`src/rtl/rv32_mod_pc_ctrl.sv`:
```
// rv32_mod_pc_ctrl: program counter and fetch sequencer for the rv32imc
// single-stage core. It fetches one instruction, holds it for execute, then
// picks the next PC: sequential, branch target, or trap vector when the
// target is misaligned.
// Optional feature macro: RV32_PC_CTRL_C_EN enables compressed-instruction
// support (2-byte ilen, halfword target alignment). When it is undefined,
// ilen is always 4 and targets must be word aligned.
module rv32_mod_pc_ctrl #(
  parameter logic [31:0] RESET_PC    = 32'h0000_0000,
  parameter logic [31:0] TRAP_VECTOR = 32'h0000_0010
) (
  input  logic        clk,
  input  logic        rst_n,
  output logic        fetch_req,
  output logic [31:0] fetch_addr,
  input  logic        fetch_ack,
  input  logic [31:0] fetch_rdata,
  output logic [31:0] instr,
  output logic        exec_valid,
  input  logic        stall,
  input  logic        branch_taken,
  input  logic [31:0] branch_target,
  output logic [31:0] pc,
  output logic        trap,
  output logic [31:0] trap_epc
);

  typedef enum logic [1:0] {
    BOOT  = 2'd0,
    FETCH = 2'd1,
    EXEC  = 2'd2
  } state_e;

  state_e      state_q, state_d;
  logic [31:0] pc_q, pc_d;
  logic [31:0] instr_q, instr_d;
  logic        trap_q, trap_d;
  logic [31:0] trap_epc_q, trap_epc_d;

  logic [31:0] ilen;
  logic        target_misaligned;

  // Instruction length and target alignment rule for the selected ISA subset.
`ifdef RV32_PC_CTRL_C_EN
  assign ilen              = (instr_q[1:0] != 2'b11) ? 32'd2 : 32'd4;
  assign target_misaligned = branch_target[0];
`else
  assign ilen              = 32'd4;
  assign target_misaligned = |branch_target[1:0];
`endif

  // State and datapath registers; reset forces BOOT so fetch_req and
  // exec_valid drop immediately and any in-flight ack or commit is lost.
  always_ff @(posedge clk or negedge rst_n) begin
    if (!rst_n) begin
      state_q    <= BOOT;
      pc_q       <= RESET_PC;
      instr_q    <= 32'h0;
      trap_q     <= 1'b0;
      trap_epc_q <= 32'h0;
    end else begin
      state_q    <= state_d;
      pc_q       <= pc_d;
      instr_q    <= instr_d;
      trap_q     <= trap_d;
      trap_epc_q <= trap_epc_d;
    end
  end

  // Next-state and next-PC selection; trap is a single-cycle pulse that
  // lines up with the redirected fetch request.
  always_comb begin
    state_d    = state_q;
    pc_d       = pc_q;
    instr_d    = instr_q;
    trap_d     = 1'b0;
    trap_epc_d = trap_epc_q;
    case (state_q)
      BOOT: begin
        state_d = FETCH;
      end
      FETCH: begin
        if (fetch_ack) begin
          instr_d = fetch_rdata;
          state_d = EXEC;
        end
      end
      EXEC: begin
        if (!stall) begin
          state_d = FETCH;
          if (branch_taken) begin
            if (target_misaligned) begin
              pc_d       = TRAP_VECTOR;
              trap_d     = 1'b1;
              trap_epc_d = pc_q;
            end else begin
              pc_d = branch_target;
            end
          end else begin
            pc_d = pc_q + ilen;
          end
        end
      end
      default: begin
        state_d = BOOT;
      end
    endcase
  end

  assign fetch_req  = (state_q == FETCH);
  assign fetch_addr = pc_q;
  assign exec_valid = (state_q == EXEC);
  assign instr      = instr_q;
  assign pc         = pc_q;
  assign trap       = trap_q;
  assign trap_epc   = trap_epc_q;

endmodule

```
`config.mk`:
```
export PLATFORM = sky130hd
export DESIGN_NAME = rv32_mod_pc_ctrl
export DESIGN_NICKNAME = d
export VERILOG_FILES = /design/src/rtl/rv32_mod_pc_ctrl.sv
export SDC_FILE = /design/constraint.sdc
export NUM_CORES = 1
export LEC_CHECK = 0
export ABC_CLOCK_PERIOD_IN_PS = 2000
export CORE_UTILIZATION = 27
export DETAILED_ROUTE_END_ITERATION = 12
export PLACE_DENSITY = 0.65
export SLEW_MARGIN = 20
export SYNTH_ARGS = -nofsm -noshare
export SYNTH_HDL_FRONTEND = slang
export SYNTH_SLANG_ARGS = --single-unit
```
`constraint.sdc`:
```
create_clock -name clk -period 2 [get_ports clk]
set_input_delay 0.2 -clock clk [delete_from_list [all_inputs] [get_ports clk]]
set_output_delay 0.2 -clock clk [all_outputs]
set_load 0.005 [all_outputs]
```
[Word level (Yosys, flattened, before mapping)]
Index checks and enable logic that the tools add are counted.
Storage, ports and cells
  logic and storage cells: 26
  register bits: 99
  output and inout bits: 131
  bits of input ports: 69
Cells by class
  add/sub/neg operators: 1
  bitwise operators: 1
  mux-type cells: 9
  eq/ne operators: 4
  reductions and logical operators: 6
Operators by type and width (number)
  $mux 32: 2
  $add 32x3->32 const B: 1
  $pmux 2 s3: 1
  $reduce_and 2->1: 3
  $mux 1: 4
  $mux 2: 2
  $reduce_and 4->1: 1
  $eq 2x1->1 const B: 1
  $eq 2x2->1 const B: 1
  $logic_not 2->1: 1
  $ne 2x1->1 const B: 1
  $ne 2x2->1 const B: 1
  $reduce_or 2->1: 1
  $not 1->1: 1

[Longest topological paths before layout]
Gate-level depths: netlist of run 1.
  depth after elaboration: 5
  gate-level depth with buffers: 7
  depth with buffers taken out: 6

[Worst setup path after synthesis of run 1]
Ideal clock, no wire load.
  path kind: register -> register
  start point: reg pc_q[2], in the netlist fetch_addr[2]
  end point: reg pc_q[28], in the netlist fetch_addr[28]
  path slack: 0.034 ns
  buffers on the path: 1
  cell stages (with the launch flop): 8
  arrival time: 1.844 ns
  path through: dfrtp_1 ha_1 and4_1 buf_4 nor3b_4 nand4_1 and3_1 a2111oi_1
Between the ends
  word-level cells in the longest chain between the ends: 2
RTL lines
  start, declared: RTL line 35  | logic [31:0] pc_q, pc_d;
  start signal, assigned: RTL line 63  | pc_q <= pc_d;
  $add 32x3->32: RTL line 100  | pc_d = pc_q + ilen;
  $mux 32: RTL line 91  | if (branch_taken) begin
Every way passes these cells.
A chain may end at the register's enable or synchronous reset.

[Worst setup path in the final report of run 1]
  start point: reg pc_q[3], in the netlist fetch_addr[3]
  end point: reg pc_q[31], in the netlist fetch_addr[31]
Same word-level chain as after synthesis.

==> results.txt, run 1 <==
- The run finished with clean final reports.
* Layout overhead on the synthesized area: 55.36%
- The path class of the tightest hold or removal check is in2async.
- Together, buffers and inverters on the worst path number 1.
* Mapped Area: 4773 um^2
- Among cell families on the critical path, the largest total delay comes from simple AND/OR/NAND/NOR gates.
- Timing would allow up to 523.2 MHz.
- Fraction of synthesized cell area in xor and xnor cells: 0
- For this run, the slowest stage of the critical path takes 0.46 ns.
- Top cell type's share of synthesized area: 0.5190
- Total number of yosys warnings: 0
* Area of the die: 18210 um^2
* Area fraction in compound gates after synthesis: 0.09725
- The critical path goes through buf_4 > nand3_1 > nor4_4 > nand4_1 > a311o_1.
- Of the total synthesized cell area, the portion taken by full adders, half adders and majority gates is 0.002621.
- In this run, placement finished with an instance count of 833.
- Internal cell power: 6056 uW
- Minimum clock period: 1.911 ns
* Simple-Gate Fraction of Synth Area: 0.1250
- The synthesized design contains 99 register bits.
- In this run the tightest slew margin relative to its limit is 0.7040.
- In this run the cell area measured after placement is 7131 um^2.
- Max FO, Critical Path: 6
- Power Density: 1157 nW/um^2
* Gate count of the mapped netlist: 416
- Top cells by area in the synthesized netlist: sky130_fd_sc_hd__dfrtp_1 (52%), sky130_fd_sc_hd__mux2_2 (15%), sky130_fd_sc_hd__buf_4 (5.2%)
- Via count: 4037
- Once layout is done, the placed cells without fillers occupy 7416 um^2.
- Category of the worst setup path capture point: register
- For the pin with the worst max-slew slack, the measured transition is 0.4407 ns.
- Post-synthesis cell type with the largest combined area: sky130_fd_sc_hd__dfrtp_1
- Synth top cells by count: sky130_fd_sc_hd__dfrtp_1 (99), sky130_fd_sc_hd__mux2_2 (63), sky130_fd_sc_hd__buf_4 (33)
* Via-to-Cell Ratio: 4.755
- Floorplan row count: 48
* Detail-routed net length per standard cell: 16.44 um
- First-pass GRT wire length: 22400 um
- The share of total power dissipated in combinational logic is 0.446.
* Portion of the clock cycle consumed by the worst path in the final layout: 0.9556
- Synthesis instantiated 42 different standard cells from the library.
- For this run, the register share of the synthesized area comes to 0.5190.
- In this run the power spent charging and discharging nets is 2523 uW.
* Clock tree sinks: 99
- Diodes inserted: 0
- Multiplexer fraction of the synthesized cell area: 0.1824
* Worst-case vdd ir drop: 587.1 uV
- Root cell of the clock tree: sky130_fd_sc_hd__clkbuf_16
- Finish-stage setup viols: 0
* Pre-CTS worst setup slack: 0.01004 ns
* Post-synthesis area per instance: 11.47 um^2
- Clock tree synthesis inserted a total of 9 buffers.
* TritonCTS clock tree: done
- The tool flagged a number of max-cap violations equal to 0.
- Die X: 135.0 um
* Clock Power Share: 0.185
- Hold Violations, Final: 0
* Syn nets: 486
- After synthesis, the share of flip-flops with an asynchronous set or reset is 1.000.
* Number of flops mapped to enable cells by yosys: 0
- Port Buffer Count: 199
* Overall overflow remaining after global route: 0
- Ports placed on the boundary: 200
- Clock latency of the later-clocked register in the worst-skew pair: 0.35 ns
- The pre-antenna-repair detailed-routing pass consisted of 4 iterations.
- The most used flip-flop cell after synthesis is sky130_fd_sc_hd__dfrtp_1.
- For the worst setup path, the data arrival time is 2.15 ns.
- # DRC: 0
- Leading cell type by number of instances after synthesis: sky130_fd_sc_hd__dfrtp_1
* Main combinational cell family by area after synthesis: multiplexers
- Final hold analysis gives a worst-case slack of 0.3134 ns.
- The share of total power dissipated in sequential elements is 0.369.
- The H-tree was split into 3 levels.
* Layout Cells excl Fill: 849
- Worst endpoint required time: 2.24 ns
* Die H: 135.0 um
- Summed over all layers, the routed wires come to 13960 um.
* Total half-perimeter wirelength after legalization and detailed placement: 10740 um
- Maximum number of pins on one net before global-route repair: 43
- The detailed router finished its first iteration with 178 violations.
- Initial antenna violation count: 0
- Leakage power: 0.003078 uW
* Worst setup SP type: register
- Initial Utilization: 0.2760
* Number of buffers on the longest clock path: 2
- Number of max-slew violations in the final report: 0
* Switching share of power: 0.2941
- The critical path in this run is classified as reg2reg.
* Filler instances: 1636
- Post-route worst setup slack: 0.08878 ns
- All-layer global routing usage: 0.1605
- Clock slew at reported path FFs: 0.07 ns
- At the end of routability-driven placement, the weighted congestion stood at 0.8219.
* Placeable Area: 17300 um^2
- Final layout net count: 690
* Proportion of layout cells with a drive suffix above 1: 0.2179
- Post-route ant nets: 0
* Number of buffers added for setup after CTS: 0
- Largest clock skew in the final design: 0.009469 ns
- The slowest stage of the critical path is the sky130_fd_sc_hd__nor4_4 cell.
- The via count of the first global-routing pass was 4183.
worst register-to-register path, stage by stage, from the launching register on:
cell and delay [ns]:
sky130_fd_sc_hd__dfrtp_1 0.38, sky130_fd_sc_hd__buf_4 0.15, sky130_fd_sc_hd__nand3_1 0.21, sky130_fd_sc_hd__nor4_4 0.46
sky130_fd_sc_hd__nand4_1 0.21, sky130_fd_sc_hd__a311o_1 0.39
sequential cells by signal, summed over array words and instances, names as in the netlist:
signal and count:
state_q 2, instr 32, trap_epc 32, trap 1, fetch_addr 32
metrics by stage:
stage,total power (uW),TNS [ns],utilization
6_report,8579,0,0.4287
5_1_grt,9153,-0.04185,0.4287
4_1_cts,8699,0,0.4279
3_5_place_dp,7050,0,0.4123
3_3_place_gp,6932,0,0.4123
2_1_floorplan,4709,0,-
cell type report:
| cell class | instances | area [um^2] | share of cell area |
|---|---|---|---|
| sequential | 99 | 2477 | 0.3341 |
| timing repair buffer | 248 | 2410 | 0.3250 |
| multi-input combinational | 258 | 1972 | 0.2659 |
| tap | 225 | 281.5 | 0.03796 |
| clock buffer | 10 | 229.0 | 0.03088 |
| clock inverter | 5 | 31.28 | 0.004218 |
| inverter | 4 | 15.01 | 0.002025 |
timing repair:
item,CTS,global route
hold endpoints to repair,25,0
hold buffers,1,0
endpoints found under the setup margin,0,4
gates resized for setup,0,4
power by group through the flow:
stage,Sequential (uW),Clock (uW),Combinational (uW)
after detailed placement,3200,0,3850
after global placement,3160,0,3770
after floorplan,3300,0,1410
after CTS,3170,1660,3870
after global routing,3270,1740,4140
final,3170,1580,3830
worst paths after layout:
| kind | endpoint | depth (start not counted) | startpoint | slack [ns] |
|---|---|---|---|---|
| min | trap_epc[9] | 2 | rst_n | 0.31 |
| max reg2reg | fetch_addr[31] | 5 | fetch_addr[3] | 0.09 |
| min in group clk | instr[21] | 2 | fetch_rdata[21] | 0.46 |
| min reg2reg | trap_epc[30] | 1 | trap_epc[30] | 0.49 |
| max | fetch_addr[31] | 5 | fetch_addr[3] | 0.09 |
| max in group asynchronous | instr[7] | 3 | rst_n | 1.05 |
cell families (layout without fill, tap and decap cells):
family          after synthesis  in the layout
compound gates               70             70
fa+ha+maj                     1              1
buf+inv                      59            267
flops                        99             99
mux                          79             79
simple gates                108            108
per-layer routing:
layer  vias to the layer above  GRT usage  wire [um]
met1                      1971     0.1868       5558
met2                       149     0.2726       7078
met3                        20    0.05443       1072
met4                         0    0.05930        252
met5                         -          0          0
li1                       1897          -          -
placed cells by master (no fill, tap or decap), types with 6 or more instances in the layout:
cell type                         instances
sky130_fd_sc_hd__clkdlybuf4s50_1        198
sky130_fd_sc_hd__o21ai_1                  9
sky130_fd_sc_hd__nor4_1                   7
sky130_fd_sc_hd__nor3_1                  10
sky130_fd_sc_hd__nor2_1                  23
sky130_fd_sc_hd__a21o_1                   6
sky130_fd_sc_hd__clkbuf_16                9
sky130_fd_sc_hd__nand4_1                 14
sky130_fd_sc_hd__dfrtp_1                 99
sky130_fd_sc_hd__a21oi_1                 18
sky130_fd_sc_hd__a211oi_1                 7
sky130_fd_sc_hd__nand3_1                 13
sky130_fd_sc_hd__nand2_1                 16
sky130_fd_sc_hd__mux2i_1                 15
sky130_fd_sc_hd__mux2_2                  63
sky130_fd_sc_hd__buf_4                   45
sky130_fd_sc_hd__a22oi_1                  7
Note: power is estimated with default switching activity, not from simulation.
==> inputs of run 2 (changes only) <==
--- a/constraint.sdc
+++ b/constraint.sdc
@@ -3,2 +3,2 @@
 set_output_delay 0.2 -clock clk [all_outputs]
-set_load 0.005 [all_outputs]
+set_load 0.1 [all_outputs]
==> run 2 against run 1 <==
Compared with the run above: design area is 4.8% lower; clock skew down 0.00082 ns; register-to-register slack better by 0.05 ns; routed wire length grew 2.8%; first-iteration DRC count decreased by 7.9%; setup slack gained 0.048 ns.
==> results.txt, run 2 (synthesis gave the netlist of run 1 again) <==
* Status: finished, final reports clean
- The final max-slew violation count came to 0.
* Largest clock skew in the final design: 0.008652 ns
- In the routed design, unresolved DRC markers number 0.
* CP Data Arrival Time: 2.10 ns
- In this run the number of H-tree levels came out at 3.
- Compared with the post-synthesis result, the final layout area differs by 47.92%.
- For this run the aggregate overflow at the end of global routing stands at 0.
- Ports placed on the boundary: 200
- After clock tree synthesis, the clock-pin slew on the worst setup and hold paths is 0.07 ns.
- The clock drives 99 sinks.
- The slowest stage of the critical path is the sky130_fd_sc_hd__nor4_4 cell.
- Walking the worst path, the cells encountered are nand2_1 > nor4_4 > nand4_1 > a311o_1.
- The first global-routing pass estimated 22100 um of wire.
- After detailed routing, the total wire length is 14350 um.
- Buffers inserted during clock tree synthesis total 9.
* Root cell of the clock tree: sky130_fd_sc_hd__clkbuf_16
- Initial antenna violation count: 0
- Along the worst path, the maximum fanout reaches 8.
- Tightest Pin Transition: 0.6065 ns
- The path class of the tightest hold or removal check is in2async.
- Of the cells placed in the final design, the portion with a size suffix greater than 1 is 0.4483.
- Detailed routing inserted a total of 4004 vias.
- Filler instances: 1686
* Via-to-Cell Ratio: 4.853
- Most used cells in the layout excluding fill and tap cells: sky130_fd_sc_hd__buf_4 (150), sky130_fd_sc_hd__dfrtp_1 (74), sky130_fd_sc_hd__clkdlybuf4s50_1 (67)
* Diodes inserted: 0
* Number of buffers on the longest clock path: 2
- Setup repair after global routing missed its margin: no
- Worst endpoint required time: 2.23 ns
* Worst path max stage delay: 0.47 ns
- STA classifies the critical path startpoint as a register.
- The critical path is of the reg2reg type.
- Portion of the clock cycle consumed by the worst path in the final layout: 0.9316
- Port buffering added 199 buffers.
- Detailed placement finished with a half-perimeter wire length of 10770 um.
- The detail route stage leaves a number of antenna-violating nets equal to 0.
- Finish-stage setup viols: 0
* Die H: 135.0 um
- The tool flagged a number of max-cap violations equal to 0.
- Kind of cell with the highest combined delay on the critical path: simple AND/OR/NAND/NOR gates
* Area of the die: 18210 um^2
- The number of buffers and inverters on the critical path is 0.
- Max_slew headroom: 0.5957
- Initial Utilization: 0.2760
- Row generation in the floorplan step produced 48 rows.
- Commonest non-fill, non-tap cell in the layout: sky130_fd_sc_hd__buf_4
* Minimum clock period: 1.863 ns
- Fmax: 536.7 MHz
- TritonCTS built the clock tree.
- All-layer global routing usage: 0.1615
- Category of the worst setup path capture point: register
- The hold violation count in the final report was 0.
* First drt pass iteration count: 4
* Detail-routed net length per standard cell: 17.40 um
* Die X: 135.0 um
* Vias in the first global route: 4026
* Clock latency of the later-clocked register in the worst-skew pair: 0.35 ns
- Routability Congestion: 0.8144
- After the last flow step, the layout net total stands at 665.
- Iteration-0 DRC Markers: 164
- Placeable Area: 17300 um^2
- Worst Hold Margin: 0.4047 ns
* Maximum number of pins on one net before global-route repair: 45
==> run 2: changes by cell type in the layout (fill, tap and decap cells not counted), sizes merged <==
cell / change
clkinv: -1
inv: +1
clkinvlp: -1
clkdlybuf4s50: -131
buf: +106
bufinv: +2
==> run 2: metal layers <==
layer	global-route usage	part of all wire	vias to the layer above
met4	0.06117	0.016	0
li1	-	-	1841
met1	0.1959	0.41	1967
met2	0.2698	0.49	182
met5	0	0	-
met3	0.04730	0.083	14
==> run 2: worst paths after layout <==
check	startpoint	endpoint	slack [ns]	depth (start not counted)
worst min-delay path	rst_n	fetch_addr[2]	0.40	2
worst max-delay path	fetch_addr[11]	fetch_addr[29]	0.14	4
worst max register to register	fetch_addr[11]	fetch_addr[29]	0.14	4
max in group asynchronous	rst_n	fetch_addr[11]	0.88	3
min in group clk	fetch_rdata[0]	instr[0]	0.46	2
worst min register to register	trap_epc[15]	trap_epc[15]	0.51	1
==> run 2: timing repair <==
action,in CTS,in global routing
hold buffers,1,0
buffers inserted,0,2
hold endpoints to repair,42,0
setup endpoints to repair,0,3
resized for setup,0,0
==> run 2: final cells by class <==
cell class,count,area [um^2],area share
flip-flops and latches,99,2531,0.3585
clock buffers,10,239.0,0.03385
clock inverters,6,87.58,0.01240
multi-input cells,258,1999,0.2832
well taps,225,281.5,0.03987
inverters,4,15.01,0.002127
repair buffers,223,1907,0.2701
==> run 2: through the flow <==
step	setup slack (ns)	setup TNS (ns)	utilization	instances	area, um^2
detailed placement	0.02638	0	0.3879	806	6709
global route	0.02225	0	0.4082	825	7061
CTS	0.09000	0	0.4073	823	7046
finish	0.1368	0	0.4082	825	7061
floorplan	-0.02980	-0.05873	-	416	4878
global placement	0.08241	0	0.3879	806	6709
Power of run 2 is not shown: default switching activity piles up to over one toggle a cycle in this logic, so the estimate is an artifact.
